[src/rtl/riscv_pkg.sv]
// Shared RISC-V definitions: datapath width, load/store funct3 encodings
// and the LSU state type.
package riscv_pkg;

    localparam int unsigned XLEN = 32;

    typedef enum logic [1:0] {
        IDLE,
        REQ,
        WAIT,
        DONE
    } lsu_state_t;

    localparam logic [2:0] F3_B  = 3'b000;
    localparam logic [2:0] F3_H  = 3'b001;
    localparam logic [2:0] F3_W  = 3'b010;
    localparam logic [2:0] F3_BU = 3'b100;
    localparam logic [2:0] F3_HU = 3'b101;

    // Loads reject 011/110/111; stores only accept B/H/W.
    function automatic logic f3_illegal(input logic we, input logic [2:0] f3);
        if (we) begin
            return f3[2] | (f3[1:0] == 2'b11);
        end
        return (f3[1:0] == 2'b11) | (f3[2] & f3[1]);
    endfunction

endpackage

[src/rtl/lsu_align.sv]
// Combinational byte-lane logic for the LSU: store lane replication and byte
// enables, load extraction with sign/zero extension, and legality checks.
module lsu_align
    import riscv_pkg::*;
#(
    parameter int unsigned XLEN = riscv_pkg::XLEN
) (
    input  logic            we_i,
    input  logic [2:0]      funct3_i,
    input  logic [1:0]      addr_lo_i,
    input  logic [XLEN-1:0] wdata_i,
    input  logic [XLEN-1:0] rdata_i,
    output logic [XLEN-1:0] wdata_o,
    output logic [3:0]      be_o,
    output logic [XLEN-1:0] rdata_o,
    output logic            misaligned_o,
    output logic            illegal_o
);

    logic [7:0]  ld_byte;
    logic [15:0] ld_half;

    // Store side: replicate the datum into every lane it may occupy and
    // enable only the lanes the access touches.
    always_comb begin
        wdata_o      = wdata_i;
        be_o         = 4'b0000;
        misaligned_o = 1'b0;
        case (funct3_i[1:0])
            2'b00: begin
                wdata_o = {(XLEN/8){wdata_i[7:0]}};
                be_o    = 4'b0001 << addr_lo_i;
            end
            2'b01: begin
                wdata_o      = {(XLEN/16){wdata_i[15:0]}};
                be_o         = 4'b0011 << {addr_lo_i[1], 1'b0};
                misaligned_o = addr_lo_i[0];
            end
            2'b10: begin
                be_o         = 4'b1111;
                misaligned_o = |addr_lo_i;
            end
            default: ;
        endcase
        illegal_o = f3_illegal(we_i, funct3_i);
    end

    assign ld_byte = rdata_i[{addr_lo_i, 3'b000} +: 8];
    assign ld_half = rdata_i[{addr_lo_i[1], 4'b0000} +: 16];

    // Load side: pick the addressed lane and extend it to full width.
    always_comb begin
        rdata_o = '0;
        case (funct3_i)
            F3_B:    rdata_o = {{(XLEN-8){ld_byte[7]}}, ld_byte};
            F3_BU:   rdata_o = {{(XLEN-8){1'b0}}, ld_byte};
            F3_H:    rdata_o = {{(XLEN-16){ld_half[15]}}, ld_half};
            F3_HU:   rdata_o = {{(XLEN-16){1'b0}}, ld_half};
            F3_W:    rdata_o = rdata_i;
            default: rdata_o = '0;
        endcase
    end

endmodule

[src/rtl/lsu_mem_stage.sv]
// Load/store unit behind the execute stage. Runs a req/gnt/rvalid handshake
// with data memory and returns extended load data plus a fault flag.
// Optional watchdog: define LSU_TIMEOUT_EN to fault accesses that stall in
// REQ/WAIT for TIMEOUT_CYCLES cycles.
module lsu_mem_stage
    import riscv_pkg::*;
#(
    parameter int unsigned XLEN           = riscv_pkg::XLEN,
    parameter int unsigned TIMEOUT_CYCLES = 16
) (
    input  logic            clk,
    input  logic            rst,
    input  logic            req_valid,
    output logic            req_ready,
    input  logic            req_we,
    input  logic [2:0]      req_funct3,
    input  logic [XLEN-1:0] req_addr,
    input  logic [XLEN-1:0] req_wdata,
    output logic            rsp_valid,
    output logic [XLEN-1:0] rsp_rdata,
    output logic            rsp_fault,
    output logic            busy,
    output logic            mem_req,
    output logic            mem_we,
    output logic [XLEN-1:0] mem_addr,
    output logic [XLEN-1:0] mem_wdata,
    output logic [3:0]      mem_be,
    input  logic            mem_gnt,
    input  logic            mem_rvalid,
    input  logic [XLEN-1:0] mem_rdata
);

    lsu_state_t      state_q;
    logic            we_q;
    logic [2:0]      f3_q;
    logic [1:0]      addr_lo_q;
    logic            mem_req_q;
    logic            mem_we_q;
    logic [XLEN-1:0] mem_addr_q;
    logic [XLEN-1:0] mem_wdata_q;
    logic [3:0]      mem_be_q;
    logic            rsp_valid_q;
    logic            rsp_fault_q;
    logic [XLEN-1:0] rsp_rdata_q;

    logic            sel_we;
    logic [2:0]      sel_f3;
    logic [1:0]      sel_addr_lo;
    logic [XLEN-1:0] al_wdata;
    logic [3:0]      al_be;
    logic [XLEN-1:0] al_rdata;
    logic            al_misaligned;
    logic            al_illegal;
    logic            timeout_hit;

    // The aligner sees the incoming request while idle (legality and store
    // lanes) and the captured request afterwards (load extraction).
    assign sel_we      = (state_q == IDLE) ? req_we          : we_q;
    assign sel_f3      = (state_q == IDLE) ? req_funct3      : f3_q;
    assign sel_addr_lo = (state_q == IDLE) ? req_addr[1:0]   : addr_lo_q;

    lsu_align #(
        .XLEN(XLEN)
    ) u_align (
        .we_i        (sel_we),
        .funct3_i    (sel_f3),
        .addr_lo_i   (sel_addr_lo),
        .wdata_i     (req_wdata),
        .rdata_i     (mem_rdata),
        .wdata_o     (al_wdata),
        .be_o        (al_be),
        .rdata_o     (al_rdata),
        .misaligned_o(al_misaligned),
        .illegal_o   (al_illegal)
    );

`ifdef LSU_TIMEOUT_EN
    logic [31:0] cnt_q;

    // Cycles spent in REQ/WAIT; held at zero while idle so it starts clean.
    always_ff @(posedge clk) begin
        if (rst || state_q == IDLE) begin
            cnt_q <= '0;
        end else if (state_q == REQ || state_q == WAIT) begin
            cnt_q <= cnt_q + 32'd1;
        end
    end

    assign timeout_hit = (cnt_q >= TIMEOUT_CYCLES - 1);
`else
    logic unused_timeout_cfg;
    assign unused_timeout_cfg = ^TIMEOUT_CYCLES;
    assign timeout_hit        = 1'b0;
`endif

    // Access sequencer with registered memory and response outputs.
    always_ff @(posedge clk) begin
        if (rst) begin
            state_q     <= IDLE;
            we_q        <= 1'b0;
            f3_q        <= F3_B;
            addr_lo_q   <= 2'b00;
            mem_req_q   <= 1'b0;
            mem_we_q    <= 1'b0;
            mem_addr_q  <= '0;
            mem_wdata_q <= '0;
            mem_be_q    <= 4'b0000;
            rsp_valid_q <= 1'b0;
            rsp_fault_q <= 1'b0;
            rsp_rdata_q <= '0;
        end else begin
            rsp_valid_q <= 1'b0;
            unique case (state_q)
                IDLE: begin
                    if (req_valid) begin
                        we_q      <= req_we;
                        f3_q      <= req_funct3;
                        addr_lo_q <= req_addr[1:0];
                        if (al_illegal || al_misaligned) begin
                            state_q     <= DONE;
                            rsp_valid_q <= 1'b1;
                            rsp_fault_q <= 1'b1;
                            rsp_rdata_q <= '0;
                        end else begin
                            state_q     <= REQ;
                            mem_req_q   <= 1'b1;
                            mem_we_q    <= req_we;
                            mem_addr_q  <= {req_addr[XLEN-1:2], 2'b00};
                            mem_wdata_q <= al_wdata;
                            mem_be_q    <= al_be;
                        end
                    end
                end
                REQ: begin
                    if (mem_gnt && (we_q || mem_rvalid)) begin
                        // Store done, or load data returned with the grant.
                        mem_req_q   <= 1'b0;
                        state_q     <= DONE;
                        rsp_valid_q <= 1'b1;
                        rsp_fault_q <= 1'b0;
                        rsp_rdata_q <= we_q ? '0 : al_rdata;
                    end else if (timeout_hit) begin
                        mem_req_q   <= 1'b0;
                        state_q     <= DONE;
                        rsp_valid_q <= 1'b1;
                        rsp_fault_q <= 1'b1;
                        rsp_rdata_q <= '0;
                    end else if (mem_gnt) begin
                        mem_req_q <= 1'b0;
                        state_q   <= WAIT;
                    end
                end
                WAIT: begin
                    if (mem_rvalid) begin
                        state_q     <= DONE;
                        rsp_valid_q <= 1'b1;
                        rsp_fault_q <= 1'b0;
                        rsp_rdata_q <= al_rdata;
                    end else if (timeout_hit) begin
                        state_q     <= DONE;
                        rsp_valid_q <= 1'b1;
                        rsp_fault_q <= 1'b1;
                        rsp_rdata_q <= '0;
                    end
                end
                DONE: begin
                    state_q <= IDLE;
                end
            endcase
        end
    end

    assign req_ready = (state_q == IDLE);
    assign busy      = (state_q != IDLE);
    assign mem_req   = mem_req_q;
    assign mem_we    = mem_we_q;
    assign mem_addr  = mem_addr_q;
    assign mem_wdata = mem_wdata_q;
    assign mem_be    = mem_be_q;
    assign rsp_valid = rsp_valid_q;
    assign rsp_fault = rsp_fault_q;
    assign rsp_rdata = rsp_rdata_q;

endmodule
[config.mk]
export PLATFORM = sky130hd
export DESIGN_NAME = lsu_mem_stage
export DESIGN_NICKNAME = d
export VERILOG_FILES = /design/src/rtl/riscv_pkg.sv /design/src/rtl/lsu_align.sv /design/src/rtl/lsu_mem_stage.sv
export SDC_FILE = /design/constraint.sdc
export NUM_CORES = 1
export LEC_CHECK = 0
export CAP_MARGIN = 20
export CORE_MARGIN = 2
export CORE_UTILIZATION = 38
export CTS_CLUSTER_SIZE = 16
export DETAILED_ROUTE_END_ITERATION = 12
export GPL_TIMING_DRIVEN = 0
export PLACE_DENSITY_LB_ADDON = 0.2
export RECOVER_POWER = 50
export SLEW_MARGIN = 15
export SYNTH_ARGS = -nofsm -noshare
export SYNTH_HDL_FRONTEND = slang
export SYNTH_SLANG_ARGS = --single-unit
[constraint.sdc]
create_clock -name clk -period 3.4 [get_ports clk]
set_input_delay 0.51 -clock clk [delete_from_list [all_inputs] [get_ports clk]]
set_output_delay 0.51 -clock clk [all_outputs]
set_load 0.005 [all_outputs]
==> reports/qor.csv, run 1 <==
metric;value;unit
status;finished, final reports clean;
busiest layer in global routing;met2;
Rel. slew slack;59.0;%
hold endpoint;mem_wdata[12];
Hold Crit Class;reg -> reg;
Floorplan Core Area;0.0126;mm²
largest net degree at the start of global routing;21;
DP Worst Slack;-713;ps
Pre-antenna DRT Iters;6;
Final Worst Setup Slack;115;ps
width of the die;117;µm
Sw Ratio;37.8;%
unrepaired setup endpoints after global routing;no;
Hold WS;454;ps
Post-Route WL;16.2;mm
Routed Antenna Nets;0;
Port Buf Inserts;207;
cts bufs inserted;9;
ys flop type;dfxtp_1;
Clk pwr share;23.1;%
post-synthesis instance area;0.00487;mm²
clk sinks;110;
Post-Layout Inst Area;0.00755;mm²
Die Footprint;0.0137;mm²
FF-to-FF setup slack;110;ps
PD cells;678;mW/mm²
vias per cell;5.36;
CTS clk-pin slew, worst paths;80;ps
reg-to-reg endpoint;rsp_rdata[11];
min Tclk post-route;3290;ps
clk buf depth;2;
Setup Viol. Count Final;0;
clock latency on the worst-skew pair;350;ps
worst slew pin tran;616;ps
Ys Warns;0;
sw power;1.93;mW
CP required;3620;ps
Ports;211;
initial antenna violation count;0;
Post-Syn Area per Cell;8.63;µm²
Synth-to-Final Area Change;55.0;%
first-pass GRT wire length;24.4;mm
Final Skew;11.3;ps
Worst Path Max Fanout;19;
Post-synth EDFFs;0;
FFs w/ async S/R, synth;0;%
DR vias;5123;
fin util;60.0;%
post-route DRC violation count;0;
drt wl/cell;17.0;µm
FP Rows;41;
vias in the first global route;4914;
Post-DP Area;0.00716;mm²
FMAX;304;MHz
most frequent cells in the layout;nand2_1 (150), dfxtp_1 (110), clkdlybuf4s50_1 (105), dlygate4sd3_1 (102), a21oi_1 (69);
WP data arrival;3510;ps
P_leak;3.06;nW
Syn Inst Count;564;
H-tree depth;3;
post-synth cell types;53;
worst r2r src;state_q[1];
met2 Use GR;39.0;%
gr ovfl total;0;
Startpoint Class;flip-flop;
DR iter-0 viols;411;
hold depth;2;
Logic pwr share;45.8;%
Max VDD drop;371;µV
Die Span Y;117;µm
reg2reg path depth;13;
GR Util All Layers;22.7;%
CTS tree;built;
Hold-fix buffers, CTS;0;
GR Util met3;4.17;%
Seq/Total Area, Yosys;45.2;%
Slew Limit Fails;0;
critical path class;reg -> reg;
Detail Placement HPWL;12.5;mm
Ant. Diodes;0;
GP Congestion;0.843;
hold path start;mem_wdata[12];
Setup crit end kind;flip-flop;
Final nets;892;
CTS root buffer;clkbuf_16;
register bit count reported by yosys;110;
Final Hold Fails;0;
Initial Util;38.7;%
post-CTS setup repair buffer count;0;
Cell Int Power;3.18;mW
sequential power share;31.1;%
period utilization;96.6;%
layout cell share with drive strength beyond 1;8.93;%
grt met1 use;29.1;%
commonest non-fill, non-tap cell in the layout;nand2_1;
Max Cap Viol;0;
## stage by stage
step	power (mW)	cells	setup TNS (ps)
5_1_grt	5.42	956	0
4_1_cts	5.18	956	0
3_5_place_dp	3.93	944	-43720
2_1_floorplan	3.00	565	0
6_report	5.11	956	0
3_3_place_gp	3.88	944	-31970
## flip-flops by register name, indices dropped and copies added (netlist names)
register   count
we_q           1
mem_addr      30
f3_q           3
state_q        2
mem_we         1
mem_req        1
addr_lo_q      2
mem_wdata     32
mem_be         4
rsp_rdata     32
rsp_valid      1
rsp_fault      1
## worst max-delay path by stage
stage / start / cells after the start / to / slack [ps]
floorplan: state_q[0] / 16 / rsp_rdata[10] / 40
global placement: state_q[0] / 15 / rsp_rdata[30] / -590
detailed placement: state_q[0] / 16 / rsp_rdata[12] / -710
CTS: state_q[1] / 12 / rsp_rdata[5] / 120
global route: state_q[1] / 12 / mem_wdata[3] / 5
finish: state_q[1] / 13 / rsp_rdata[11] / 110
## routing by layer
layer,wire length (µm),part of all wire (%)
met1,6830,42
met2,8080,50
met3,1050,6.5
met4,253,1.6
met5,0,0
## critical path, stage by stage, from the launching register on
cell	delay (ps)
dfxtp_1	400
inv_1	120
ha_4	200
buf_4	170
buf_4	180
mux2_4	420
ha_2	280
or3b_1	380
a211o_1	310
nand3_2	150
or3_1	120
buf_2	190
buf_6	160
o2bb2ai_1	70
## area by class of cell
class	count	area [µm²]
sequential	110	2200
timing repair buffer	207	2070
buffer	43	241
multi-input combinational	399	2440
fill	1079	5020
clock inverter	7	116
tap	172	215
inverter	9	36.3
clock buffer	9	225
## cells in the mapped netlist, types with 2 or more instances
cell / n / share of area [%]
buf_2: 11 / 1.1
nand2_1: 150 / 12
o21a_1: 2 / 0.31
a222oi_1: 2 / 0.41
o21ai_1: 4 / 0.41
inv_1: 8 / 0.62
a221o_1: 24 / 4.9
o21ai_0: 4 / 0.41
or3_1: 2 / 0.26
mux2i_1: 2 / 0.41
a22o_1: 7 / 1.3
a21oi_1: 69 / 7.1
nor2_1: 14 / 1.1
ha_1: 8 / 2.1
mux2_2: 5 / 1.2
buf_6: 3 / 0.69
a211oi_1: 2 / 0.31
o2bb2ai_1: 16 / 2.9
nand3_1: 9 / 0.93
a311oi_1: 8 / 1.4
nand2b_1: 4 / 0.51
o211a_1: 2 / 0.41
and2_1: 4 / 0.51
buf_4: 8 / 1.2
clkbuf_1: 24 / 1.9
or2_2: 2 / 0.26
a31oi_1: 2 / 0.26
o211ai_1: 18 / 2.8
a221oi_1: 16 / 2.9
nand4b_1: 2 / 0.36
dfxtp_1: 110 / 45
## kinds of logic (layout without fill, tap and decap cells)
logic type / count (synthesis) / count (layout) / share of synthesized area [%]
other: 1 / 2 / 0.0770
flip-flops: 110 / 110 / 45.2
buffers and inverters: 56 / 275 / 5.68
AND/OR/NAND/NOR: 198 / 198 / 17.6
AO/OA/AOI/OAI: 182 / 182 / 27.0
adder cells (fa/ha/maj): 8 / 8 / 2.06
multiplexers: 9 / 9 / 2.31
## power groups by stage
| stage | logic [mW] | registers, mW | clock network (mW) |
|---|---|---|---|
| 4_1_cts | 2.38 | 1.60 | 1.20 |
| 5_1_grt | 2.55 | 1.61 | 1.25 |
| 2_1_floorplan | 1.37 | 1.63 | 0 |
| 3_5_place_dp | 2.31 | 1.62 | 0 |
| 3_3_place_gp | 2.26 | 1.61 | 0 |
| 6_report | 2.34 | 1.59 | 1.18 |
## repair_timing
item                                    in CTS  in global routing
gates resized for setup                     21                  5
gates cloned                                 0                  0
endpoints found under the setup margin     102                 50
(Power assumes the default switching activity.)
==> run 2, diff against run 1 <==
Settings changed: ABC_AREA set to 1, CORE_UTILIZATION 38 to 40.
==> run 2 against run 1 <==
Compared with the run above:
- synthesized cell count increased by 49%
- hold slack improved by 11 ps
- global-route usage increased by 2.0 points
- critical path depth increased by 4
- maximum frequency increased by 4.0%
- register-to-register slack improved by 130 ps
- final area increased by 8.1%
- final cell count increased by 30%
- critical path type unchanged
- critical endpoint is now rsp_rdata[25]
- largest power group unchanged
==> reports/qor.csv, run 2 <==
metric;value;unit
status;finished, final reports clean;
cell taking the most area after synthesis;dfxtp_1;
Final nets;1174;
vias per cell;4.83;
DR iter-0 viols;400;
Port Buf Inserts;207;
Final Hold Fails;0;
hold path start;f3_q[0];
Syn Inst Count;839;
post-synthesis instance area;0.00547;mm²
Seq/Total Area, Yosys;40.3;%
Startpoint Class;flip-flop;
FP Rows;42;
most frequent cells in the layout;clkdlybuf4s50_1 (207), nand2_1 (199), nor2_1 (169), dfxtp_1 (110), o21ai_0 (87);
clk buf depth;2;
CTS root buffer;clkbuf_16;
GP Congestion;0.914;
layout cell share with drive strength beyond 1;5.91;%
Post-synth EDFFs;0;
largest net degree at the start of global routing;19;
drt wl/cell;14.5;µm
post-route DRC violation count;0;
Ys Warns;0;
FFs w/ async S/R, synth;0;%
clk sinks;110;
cts bufs inserted;9;
Final Skew;9.82;ps
Ports;211;
DR vias;6002;
Floorplan Core Area;0.0133;mm²
PD cells;919;mW/mm²
setup_tns;0;ps
Synth area leaders;dfxtp_1 (40%), nand2_1 (14%), nor2_1 (12%);
initial antenna violation count;0;
most frequent cells after synthesis;nand2_1 (199), nor2_1 (169), dfxtp_1 (110), o21ai_0 (87), a21oi_1 (74);
Setup crit end kind;flip-flop;
Initial Util;41.1;%
Design Power;7.49;mW
count leader, synth;nand2_1;
worst r2r src;state_q[1];
Routed Antenna Nets;0;
Worst Path Max Fanout;11;
share of the synthesized area in the top cell type;40.3;%
Worst Setup SP;state_q[1];
Die Span Y;121;µm
Setup Viol. Count Final;0;
Ant. Diodes;0;
commonest non-fill, non-tap cell in the layout;clkdlybuf4s50_1;
first-pass GRT wire length;28.5;mm
P_leak;3.55;nW
vias in the first global route;5767;
Hold Crit Class;reg -> reg;
Post-Syn Area per Cell;6.52;µm²
width of the die;121;µm
fin util;61.3;%
CTS tree;built;
H-tree depth;3;
ys flop type;dfxtp_1;
Synth-to-Final Area Change;49.2;%
gr ovfl total;0;
Max VDD drop;423;µV
Max Cap Viol;0;
CP required;3680;ps
critical path class;reg -> reg;
post-synth cell types;31;
Die Footprint;0.0146;mm²
WP data arrival;3440;ps
Detail Placement HPWL;14.0;mm
GR Util All Layers;24.7;%
Rel. slew slack;40.4;%
period utilization;92.9;%
clock latency on the worst-skew pair;360;ps
Slew Limit Fails;0;
min Tclk post-route;3160;ps
CTS clk-pin slew, worst paths;70;ps
FMAX;317;MHz
Post-Route WL;18.0;mm
Pre-antenna DRT Iters;7;
register bit count reported by yosys;110;
worst slew pin tran;887;ps
Hold-fix buffers, CTS;0;
run 2: changes by cell type after synthesis, moves of 8 or more:
cell       delta
a221o_1      -24
a221oi_1     -16
a311oi_1      -8
buf_2        +11
inv_1        +52
nand2_1      +49
nand4_1      +32
nor2_1      +155
o211ai_1     -18
o21ai_0      +83
o22ai_1       +8
o2bb2ai_1    -16
run 2: final timing paths:
kind                            slack, ps       endpoint  cells past startpoint
worst max-delay path                  240  rsp_rdata[25]                     17
worst min-delay path                  460        f3_q[0]                      2
worst max register to register        240  rsp_rdata[25]                     17
worst min register to register        460        f3_q[0]                      2
run 2: cell type report:
type                    instances  area (µm²)
inverters                      65         251
repair buffers                210        2090
clock buffers                  11         253
fillers                      1271        5140
multi-input cells             612        2780
clock inverters                 5        87.6
flip-flops and latches        110        2200
plain buffers                  53         269
well taps                     176         220
run 2: layer usage:
layer	up-vias	part of all wire (%)	global-route usage [%]
met3	32	8.1	8.04
met1	2629	45	32.0
met5	-	0	0
met2	190	44	39.3
met4	0	2.4	7.27
li1	3151	-	-
run 2: report_power, final:
part           leakage, nW  switching, mW  internal (mW)
Sequential           0.899          0.217           1.73
Clock                0.164          0.500          0.694
Combinational         2.49           2.55           1.80
Total                 3.55           3.27           4.22
run 2: repair_timing:
item	in CTS	in global routing
setup buffers	1	2
pin swaps	1	2
resized for setup	6	6
endpoints found under the setup margin	95	98
run 2: metrics by stage:
| step | std cells | hold slack (ps) | setup slack (ps) | area [µm²] |
|---|---|---|---|---|
| 2_1_floorplan | 840 | 429 | 556 | 5470 |
| 3_3_place_gp | 1223 | 441 | -262 | 7760 |
| 3_5_place_dp | 1223 | 451 | -305 | 7760 |
| 4_1_cts | 1240 | 466 | 10.2 | 8130 |
| 5_1_grt | 1242 | 487 | -4.04 | 8160 |
| 6_report | 1242 | 465 | 242 | 8160 |
run 2: critical path, cell delays in order (launching register included):
cell and delay [ps]:
dfxtp_1 340, inv_1 110, ha_2 270, buf_6 170
nand2_1 60, nand2_1 80, clkbuf_4 230, clkbuf_2 260
ha_1 250, clkinv_2 190, nor2_4 250, nand2_1 100
nand2_1 100, nand2_1 130, buf_2 200, nand2_1 70
nand4_1 110, a21oi_1 160
run 2: cells by family (layout without fill, tap and decap cells):
| logic type | after synthesis | count (layout) | synth area share, % |
|---|---|---|---|
| buf+inv | 118 | 344 | 9.22 |
| other cells | 1 | 2 | 0.0686 |
| compound gates | 179 | 179 | 16.9 |
| fa+ha+maj | 8 | 8 | 1.83 |
| simple gates | 423 | 423 | 31.7 |
| flops | 110 | 110 | 40.3 |
==> run 3, diff against run 2 <==
Settings changed: CORE_UTILIZATION 40 to 48, CTS_CLUSTER_DIAMETER set to 100.
Clock period 3.4 ns to 3.8 ns, I/O delays scaled along.
==> run 3 against run 2 <==
Compared with the run above:
- clock skew grew 0.75 ps
- critical path type unchanged
- largest cell class unchanged
- first-iteration DRC count increased by 3.8%
- final area decreased by 1.3%
- die area fell by 16%
- sequential cell count did not move
- final cell count is 3.0% lower
==> reports/qor.csv, run 3 (synthesis results as in run 2) <==
metric;value;unit
gr ovfl total;0;
cell chain of the critical path;inv_1 -> ha_1 -> inv_2 -> nand2_1 -> nand2_1 -> clkbuf_4 -> clkinvlp_4 -> clkbuf_2 -> ha_1 -> inv_1 -> nand2_1 -> nand3_2 -> nand3_4 -> nor2_4 -> inv_2 -> buf_2 -> nor2_1 -> nor2_1;
Hold Crit Class;reg -> reg;
Setup Viol. Count Final;0;
width of the die;111;µm
Detail Placement HPWL;13.6;mm
sequential power share;26.8;%
Logic pwr share;58.6;%
PD cells;801;mW/mm²
Non-Filler Instances;1205;
Pre-antenna DRT Iters;5;
Cell Int Power;3.48;mW
CTS root buffer;clkbuf_16;
Final Worst Setup Slack;342;ps
vias per cell;5.13;
largest net degree at the start of global routing;21;
Placed Cells;1187;
Final nets;1173;
fin util;73.3;%
Clk pwr share;14.6;%
CTS tree;built;
drt wl/cell;15.0;µm
Setup crit end kind;flip-flop;
unrepaired setup endpoints after global routing;no;
Post-DP Area;0.00772;mm²
CP max stage delay;400;ps
Ports;211;
H-tree depth;3;
post-route DRC violation count;0;
FMAX;289;MHz
worst slew pin tran;937;ps
DR iter-0 viols;415;
commonest non-fill, non-tap cell in the layout;nand2_1;
Routed Antenna Nets;0;
WP data arrival;3700;ps
Synth-to-Final Area Change;47.2;%
Die Span Y;111;µm
Hold-fix buffers, CTS;0;
min Tclk post-route;3460;ps
critical path class;reg -> reg;
initial antenna violation count;0;
most frequent cells in the layout;nand2_1 (199), nor2_1 (169), dfxtp_1 (110), clkdlybuf4s50_1 (106), dlygate4sd3_1 (101);
DR vias;6181;
Post-Route WL;18.1;mm
vias in the first global route;5803;
Max VDD drop;547;µV
Max Cap Viol;0;
Final Skew;10.6;ps
Final Hold Fails;0;
first-pass GRT wire length;29.1;mm
setup_tns;0;ps
DP Worst Slack;31.6;ps
most used cell, CP;nand2_1;
Floorplan Core Area;0.0110;mm²
Hold WS;456;ps
cts bufs inserted;9;
clk sinks;110;
sw power;2.97;mW
Sw Ratio;46.1;%
GR Util All Layers;28.9;%
P_leak;3.82;nW
Design Power;6.45;mW
Die Footprint;0.0123;mm²
Initial Util;49.8;%
Slew Limit Fails;0;
Post-Layout Inst Area;0.00805;mm²
period utilization;91.0;%
clock latency on the worst-skew pair;350;ps
CTS clk-pin slew, worst paths;80;ps
clk buf depth;2;
Port Buf Inserts;207;
layout cell share with drive strength beyond 1;5.54;%
FP Rows;38;
Worst Path Max Fanout;11;
Worst path slowest cell;dfxtp_1;
GP Congestion;0.969;
CP required;4040;ps
status;finished, final reports clean;
Rel. slew slack;37.1;%
Ant. Diodes;0;
Startpoint Class;flip-flop;
[run 3: changes by cell type in the layout (fill, tap and decap cells not counted), moves of 2 or more]
| cell | before | now |
|---|---|---|
| bufinv_16 | 2 | 0 |
| clkdlybuf4s50_1 | 207 | 106 |
| clkbuf_8 | 2 | 0 |
| clkbuf_1 | 20 | 22 |
| dlygate4sd3_1 | 0 | 101 |
[run 3: metal layers]
| metal | vias to the layer above | wire (µm) | GRT usage, % |
|---|---|---|---|
| met2 | 282 | 8240 | 46.3 |
| met3 | 36 | 1630 | 8.26 |
| met1 | 2727 | 7680 | 37.4 |
| met5 | - | 0 | 0 |
| li1 | 3136 | - | - |
| met4 | 0 | 520 | 10.1 |
[run 3: power groups by stage]
stage / clock (mW) / combinational, mW / sequential (mW)
after global placement: 0 / 3.73 / 1.75
after detailed placement: 0 / 3.77 / 1.76
final: 0.942 / 3.78 / 1.73
after CTS: 0.956 / 3.82 / 1.74
after global routing: 1.00 / 4.24 / 1.78
after floorplan: 0 / 2.21 / 1.78
[run 3: repair_timing]
item | in CTS | in global routing
hold endpoints to repair | 0 | 0
buffers inserted | 0 | 2
endpoints found under the setup margin | 0 | 87
gates resized for setup | 0 | 9
[run 3: critical path: cells and delay by family (launching register included)]
family / cells / cell delay, ps
fa+ha+maj: 2 / 570
buf+inv: 8 / 1380
flops: 1 / 400
simple gates: 8 / 990
[run 3: worst paths after layout]
path / from / cells after the start / slack, ps / to
worst max-delay path: state_q[0] / 18 / 340 / mem_addr[30]
worst min-delay path: f3_q[1] / 2 / 460 / f3_q[1]
worst max register to register: state_q[0] / 18 / 340 / mem_addr[30]
worst min register to register: f3_q[1] / 2 / 460 / f3_q[1]
[run 3: final cells by class]
class                      count  area [µm²]
buffer                        53         265
clock buffer                  10         229
clock inverter                 6        63.8
fill                         954        2930
inverter                      65         251
multi-input combinational    612        2780
sequential                   110        2200
tap                          140         175
timing repair buffer         209        2090
